<file path="config.mk">
export PLATFORM = sky130hd
export DESIGN_NAME = wait_responder
export DESIGN_NICKNAME = d
export VERILOG_FILES = /design/src/rtl/wait_pkg.sv /design/src/rtl/wait_down_counter.sv /design/src/rtl/wait_responder.sv
export SDC_FILE = /design/constraint.sdc
export NUM_CORES = 1
export LEC_CHECK = 0
export CORE_UTILIZATION = 46
export CTS_CLUSTER_DIAMETER = 50
export CTS_CLUSTER_SIZE = 28
export DETAILED_ROUTE_END_ITERATION = 12
export GPL_TIMING_DRIVEN = 0
export PLACE_DENSITY = 0.9
export SYNTH_ARGS = -nofsm -noshare
export SYNTH_HDL_FRONTEND = slang
export SYNTH_SLANG_ARGS = --single-unit
</file>
<file path="constraint.sdc">
create_clock -name clk -period 3.2 [get_ports clk]
set_clock_uncertainty 0.05 [all_clocks]
set_input_delay 0.8 -clock clk [delete_from_list [all_inputs] [get_ports clk]]
set_output_delay 0.8 -clock clk [all_outputs]
set_load 0.1 [all_outputs]
</file>
<file path="src/rtl/wait_pkg.sv">
// Shared definitions for the wait responder.
//   state_e      : FSM state encoding (IDLE=0, WAIT=1, RESPOND=2)
//   *_W_DEF      : default widths for data, per-request wait count and
//                  completed-transaction counter
//   RSP_INC      : value added to the captured request data to form the response
package wait_pkg;

  typedef enum logic [1:0] {
    IDLE    = 2'd0,
    WAIT    = 2'd1,
    RESPOND = 2'd2
  } state_e;

  localparam int DATA_W_DEF = 32;
  localparam int DLY_W_DEF  = 4;
  localparam int CNT_W_DEF  = 16;

  localparam int RSP_INC = 1;

endpackage

</file>
<file path="src/rtl/wait_down_counter.sv">
// Loadable down-counter with zero detect.
//   clk, reset : clock and synchronous active-high reset (count -> 0)
//   load       : load load_val (wins over dec)
//   load_val   : value to load
//   dec        : decrement by one; saturates at zero
//   zero       : count is zero (registered value, no input path)
module wait_down_counter #(
  parameter int W = 4
) (
  input  logic         clk,
  input  logic         reset,
  input  logic         load,
  input  logic [W-1:0] load_val,
  input  logic         dec,
  output logic         zero
);

  logic [W-1:0] count_q, count_d;

  always_comb begin
    count_d = count_q;
    if (load) begin
      count_d = load_val;
    end else if (dec && (count_q != '0)) begin
      count_d = count_q - W'(1);
    end
  end

  always_ff @(posedge clk) begin
    if (reset) begin
      count_q <= '0;
    end else begin
      count_q <= count_d;
    end
  end

  assign zero = (count_q == '0);

endmodule

</file>
<file path="src/rtl/wait_responder.sv">
// Request/response responder with a programmable per-request wait.
// A request is captured in IDLE, held for req_delay cycles in WAIT, then
// answered with req_data+1 in RESPOND until the requester takes it.
//   clk, reset          : clock, synchronous active-high reset
//   req_valid/req_ready : request handshake (ready only in IDLE)
//   req_data, req_delay : request payload and wait count
//   rsp_valid/rsp_ready : response handshake (valid only in RESPOND)
//   rsp_data            : captured data + 1, two's-complement wrap
//   txn_count           : completed responses, wrapping
//   busy                : high in WAIT and RESPOND
//
// state   | meaning
// --------+--------------------------------------------------------
// IDLE    | ready for a request
// WAIT    | counting down the requested delay
// RESPOND | presenting the response until rsp_ready is sampled
module wait_responder
  import wait_pkg::*;
#(
  parameter int DATA_W = DATA_W_DEF,
  parameter int DLY_W  = DLY_W_DEF,
  parameter int CNT_W  = CNT_W_DEF
) (
  input  logic                     clk,
  input  logic                     reset,
  input  logic                     req_valid,
  input  logic signed [DATA_W-1:0] req_data,
  input  logic        [DLY_W-1:0]  req_delay,
  output logic                     req_ready,
  output logic                     rsp_valid,
  output logic signed [DATA_W-1:0] rsp_data,
  input  logic                     rsp_ready,
  output logic        [CNT_W-1:0]  txn_count,
  output logic                     busy
);

  state_e                     state_q, state_d;
  logic signed [DATA_W-1:0]   data_q, data_d;
  logic        [CNT_W-1:0]    txn_q, txn_d;
  logic                       cnt_load, cnt_dec, cnt_zero;

  wait_down_counter #(.W(DLY_W)) u_cnt (
    .clk      (clk),
    .reset    (reset),
    .load     (cnt_load),
    .load_val (req_delay),
    .dec      (cnt_dec),
    .zero     (cnt_zero)
  );

  always_comb begin
    state_d  = state_q;
    data_d   = data_q;
    txn_d    = txn_q;
    cnt_load = 1'b0;
    cnt_dec  = 1'b0;
    unique case (state_q)
      IDLE: begin
        if (req_valid) begin
          data_d   = req_data;
          cnt_load = 1'b1;
          state_d  = WAIT;
        end
      end
      WAIT: begin
        // Zero is seen one edge after the count reaches it, giving D+1 edges
        // from accept to the first rsp_valid.
        if (cnt_zero) begin
          state_d = RESPOND;
        end else begin
          cnt_dec = 1'b1;
        end
      end
      RESPOND: begin
        if (rsp_ready) begin
          state_d = IDLE;
          txn_d   = txn_q + CNT_W'(1);
        end
      end
      default: state_d = IDLE;
    endcase
  end

  always_ff @(posedge clk) begin
    if (reset) begin
      state_q <= IDLE;
      data_q  <= '0;
      txn_q   <= '0;
    end else begin
      state_q <= state_d;
      data_q  <= data_d;
      txn_q   <= txn_d;
    end
  end

  assign req_ready = (state_q == IDLE);
  assign rsp_valid = (state_q == RESPOND);
  assign busy      = (state_q == WAIT) || (state_q == RESPOND);
  assign rsp_data  = data_q + DATA_W'(RSP_INC);
  assign txn_count = txn_q;

endmodule

</file>
# After elaboration in Yosys (flattened, before gate mapping)
# Index checks and enable logic that the tools add are counted.
# totals
output_inout_bits	51
register_bits	54
wordCells	31
input_bits	40
# op_classes
reduce_logical	9
n_eq_ne	5
n_addsub	3
mux	10
# op_table
operator	count
32-bit by 2-bit adder with 32-bit output, second input constant	1
16-bit by 1-bit adder with 16-bit output, second input constant	1
4-bit 2-to-1 mux	2
2-bit 2-to-1 mux	3
2-bit one-hot mux with 3 select lines	1
4-bit logical NOT	1
1-bit 2-to-1 mux	4
2-bit != test, second input constant	2
2-bit AND reduction	2
4-bit nonzero test	1
4-bit by 1-bit subtractor with 4-bit output, second input constant	1
3-bit AND reduction	1
2-bit by 1-bit equality test with 1-bit output, second input constant	1
2-bit equality test, second input constant	1
2-bit logical NOT	1
2-bit by 1-bit != test with 1-bit output, second input constant	1
2-bit nonzero test	1
1-bit logical AND	1
1-bit logical OR	1

# Longest topological paths before layout
# logic_depth
word_depth	6
mapped_depth	7
depth_no_buf	6

# Modules after synthesis
# Synthesis repeated with hierarchy kept, for this count alone.
# unflattened
cells_unflattened	366
area_unflattened_um2	2950.3
# modules_own_cells
module	cells_per_inst	area_each_um2	n_inst	seq_area_each_um2
wait_responder	337	2687.6	1	1001.0
wait_down_counter	29	262.8	1	80.1

# Worst setup path after synthesis
# OpenSTA, ideal clock, no wires.
# synth_path
path_type	reg2out
from	register data_q[0]
to	output rsp_data[28]
arrival_time_ps	2998
path_stages_with_launch	7
required_ps	2350
path_buffers	1
slack_ps	-648
cell_sequence	dfxtp_1 -> ha_1 -> nand3_1 -> or3_1 -> buf_6 -> nor4_1 -> xor2_1
# synth_between
elab_chain_cells	1
# synth_lines
element	line	source
start: declaration	wait_responder.sv:38	logic signed [DATA_W-1:0] data_q, data_d;
start signal: assignment	wait_responder.sv:91	data_q <= data_d;
32-bit by 2-bit adder with 32-bit output	wait_responder.sv:99	assign rsp_data = data_q + DATA_W'(RSP_INC);
end: declaration	wait_responder.sv:31	output logic signed [DATA_W-1:0] rsp_data,
# No other way between the ends.

# Worst setup path after layout
# layout_path
from	register data_q[13]
to	output rsp_data[31]
# Same word-level chain as after synthesis.

==> flow_summary_export.csv <==
group,metric,value,unit
routing,drt-vias-per-instance,5.22,
yosys,synth_cell_type_count,35,
critical_path,crit_arrival,2.28,ns
power,internal-power,0.00139,W
cells_and_area,area_delta_synth_final,56.4,%
critical_path,r2r_start,"state_q[0]",
yosys,seq_area_frac_synth,38.9,%
job,drv_cap,0,
routing,antenna_left,0,
yosys,syn_inst,357,
placement,hpwl,5.48,mm
global_routing,grt_overflow_total,0,
status,outcome,"finished, final reports clean",
sta,fin_ws,0.0658,ns
yosys,syn_nets,404,
yosys,synth_largest_area_cell,"dfxtp_1",
yosys,synthArstFlopShare,0,%
critical_path,worstPathMaxFanout,8,
floorplanning,die_w,79.7,µm
floorplanning,die_height,79.7,µm
clock_network,cts_buffers,5,
critical_path,r2r-end,"txn_count[15]",
yosys,synth-edff-count,0,
floorplanning,num_io_pins,91,
floorplanning,dieArea,0.00636,mm²
yosys,synth_seq_cells,54,
critical_path,slowest_stage,"or4_4",
cells_and_area,nets,502,
critical_path,reg2regPathDepth,6,
min_path,hold_depth,2,
placement,pre_cts_ws,-0.933,ns
yosys,synth_flop_cell,"dfxtp_1",
routing,wirelength,7.34,mm
yosys,yosysWarnings,0,
critical_path,r2r_slack,1.02,ns
critical_path,max_stage_delay,0.50,ns
placement,gp_congestion,0.792,
critical_path,crit_path_end_kind,"output pin",
critical_path,startpoint_type,"flip-flop",
yosys,synth_area,0.00278,mm²
sta,slew_headroom,32.9,%
global_routing,grt_use_total,23.9,%
clock_network,cts_sinks,54,
cells_and_area,final_layout_size_suffix_gt1_share,19.7,%
power,comb_power_share,53.2,%
power,p_leak,1.74,nW
sta,rsz0062_at_grt,"true",
min_path,hold-path-endpoint,"data_q[30]",
cells_and_area,final_util,76.6,%
placement,portBuffers,89,
global_routing,grt_max_degree,16,
floorplanning,rows,27,
sta,finalCritPeriodShare,97.9,%
sta,period_needed,3.13,ns
routing,wl_per_cell,13.9,µm
sta,worst_slew_pin_slew,1.00,ns
global_routing,antenna_found_initial,0,
power,power_frac_seq,32.9,%
sta,slew_violations,0,
floorplanning,start_util,49.0,%
routing,dr.pass1.iters,4,
yosys,syn_avg_cell_area,7.78,µm²
clock_network,clk_latency,0.30,ns
global_routing,grt_pass1_wl,11.9,mm
yosys,ys_top_cells_by_area,"dfxtp_1 39%, nand2_1 11%, xor2_1 7.6%",
power,netSwitchingPower,0.00140,W
sta,finalHoldViolCount,0,
clock_network,clk_pin_slew_worst_paths,0.09,ns
routing,drc,0,
power,p_clk_share,13.8,%
sta,max_freq,0.319,GHz
critical_path,crit_chain,"nand4_1 -> or4_4 -> buf_6 -> nor4_4 -> xor2_2 -> buf_12",
power,netSwitchingFraction,50.3,%
clock_network,cts_root_buf,"clkbuf_8",
power,peakVddDrop,341,µV
yosys,netlist.area_leader.share,38.9,%
power,power_density,642,mW/mm²
clock_network,h-tree-depth,2,
cells_and_area,fill_cells,385,
sta,setup_viol_count_final,0,
floorplanning,core,0.00568,mm²
min_path,min_path_type,"reg -> reg",
routing,num_vias,2754,
min_path,min_from,"data_q[30]",
global_routing,grt_pass1_vias,2677,
critical_path,required,2.35,ns
cells_and_area,diodes,0,
clock_network,cts_buffer_depth,2,
critical_path,worstSetupPathType,"reg -> out",
clock_network,cts_tree,"built",
routing,drt-initial-drc-count,104,
## per-stage QoR
step / cells / area, µm² / hold WS (ns) / total power [W] / TNS [ns]
final: 528 / 4350 / 0.416 / 0.00279 / 0
after global routing: 528 / 4350 / 0.437 / 0.00292 / -0.00557
after CTS: 526 / 4250 / 0.414 / 0.00277 / -0.119
after detailed placement: 518 / 4010 / 0.401 / 0.00237 / -11.32
after global placement: 518 / 4010 / 0.397 / 0.00233 / -10.56
after floorplan: 357 / 3030 / 0.386 / 0.00203 / -0.401
## repair_timing
action	4_1_cts	5_1_grt
endpoints found under the setup margin	28	20
hold buffers	0	0
gates resized for setup	171	31
setup buffers	0	2
pin swaps	1	11
## synthesized netlist by cell type, drive strengths merged (3+ instances only)
cell type  number
nand4           9
clkbuf         14
dfxtp          54
nand3          14
xnor2          18
nor2           29
nor4            8
inv            16
and4            3
nand2          80
a21oi          40
o21ai           4
nor3            8
or3             8
ha              7
xor2           24
## layout make-up
cell class                      count  area (µm²)  share of cell area [%]
Clock buffer                        7        86.3                    1.99
Inverter                           16        60.1                    1.38
Tap cell                           72        90.1                    2.07
Multi-Input combinational cell    271        1950                    44.9
Buffer                             16        75.1                    1.73
Timing Repair Buffer               91         971                    22.3
Sequential cell                    54        1110                    25.5
Clock inverter                      1        5.00                   0.115
## layer usage
layer / global-route usage (%) / wire [µm]
met5: 0 / 0
met4: 8.18 / 148
met3: 4.69 / 355
met2: 44.7 / 3910
met1: 26.7 / 2920
## registers in the layout, summed over array words and instances (netlist names)
register	count
u_cnt.count_q	4
state_q	2
txn_count	16
data_q	32
## power groups by stage
stage	clock (W)	sequential (W)	combinational (W)
3_5_place_dp	0	0.000921	0.00144
5_1_grt	0.000421	0.000936	0.00156
2_1_floorplan	0	0.000911	0.00112
3_3_place_gp	0	0.000914	0.00141
4_1_cts	0.000392	0.000909	0.00147
6_report	0.000387	0.000919	0.00149
## placed cells by master (no fill, tap or decap), types with 3 or more instances in the layout
| cell type | Yosys | routed |
|---|---|---|
| xor2_1 | 24 | 7 |
| dfxtp_1 | 54 | 41 |
| nand3_1 | 14 | 12 |
| nor2_1 | 29 | 29 |
| buf_8 | 0 | 3 |
| a21oi_1 | 40 | 40 |
| nand4_1 | 8 | 8 |
| clkdlybuf4s50_1 | 0 | 61 |
| nand2_1 | 80 | 80 |
| o21ai_0 | 4 | 4 |
| buf_6 | 2 | 5 |
| clkbuf_1 | 14 | 15 |
| clkbuf_8 | 0 | 6 |
| inv_1 | 16 | 16 |
| nor3_1 | 8 | 4 |
| xor2_2 | 0 | 10 |
| ha_1 | 7 | 6 |
| or3_1 | 7 | 7 |
| nor4_4 | 1 | 5 |
| xnor2_1 | 18 | 12 |
| buf_12 | 0 | 7 |
| clkdlybuf4s15_2 | 0 | 3 |
| xnor2_2 | 0 | 6 |
| dfxtp_4 | 0 | 4 |
| dlygate4sd2_1 | 0 | 4 |
| nor4_1 | 7 | 3 |
| dfxtp_2 | 0 | 9 |
| and4_1 | 3 | 3 |
| nor3_4 | 0 | 3 |
| xor2_4 | 0 | 7 |
| buf_4 | 0 | 7 |
## critical path: cells and delay by family (launching register included)
family	cells	cell delay, ns
buf+inv	2	0.37
flops	1	0.43
simple gates	3	0.97
xor+xnor	1	0.22
## how the worst max path moves through the flow
stage              endpoint  slack, ns  startpoint
2_1_floorplan  rsp_data[28]      -0.21   data_q[0]
3_3_place_gp   rsp_data[26]      -0.89   data_q[0]
3_5_place_dp   rsp_data[24]      -0.93   data_q[0]
4_1_cts        rsp_data[28]      -0.05   data_q[0]
5_1_grt        rsp_data[31]     -0.006   data_q[7]
6_report       rsp_data[31]       0.07  data_q[13]
## kinds of logic (layout without fill, tap and decap cells)
group / Yosys count / in the layout / synth area share, %
simple gates: 169 / 169 / 29.2
flops: 54 / 54 / 38.9
compound gates: 51 / 51 / 9.91
xor+xnor: 42 / 42 / 13.2
buf+inv: 32 / 131 / 4.86
fa+ha+maj: 7 / 7 / 3.15
mux: 2 / 2 / 0.720
(Power assumes the default switching activity.)
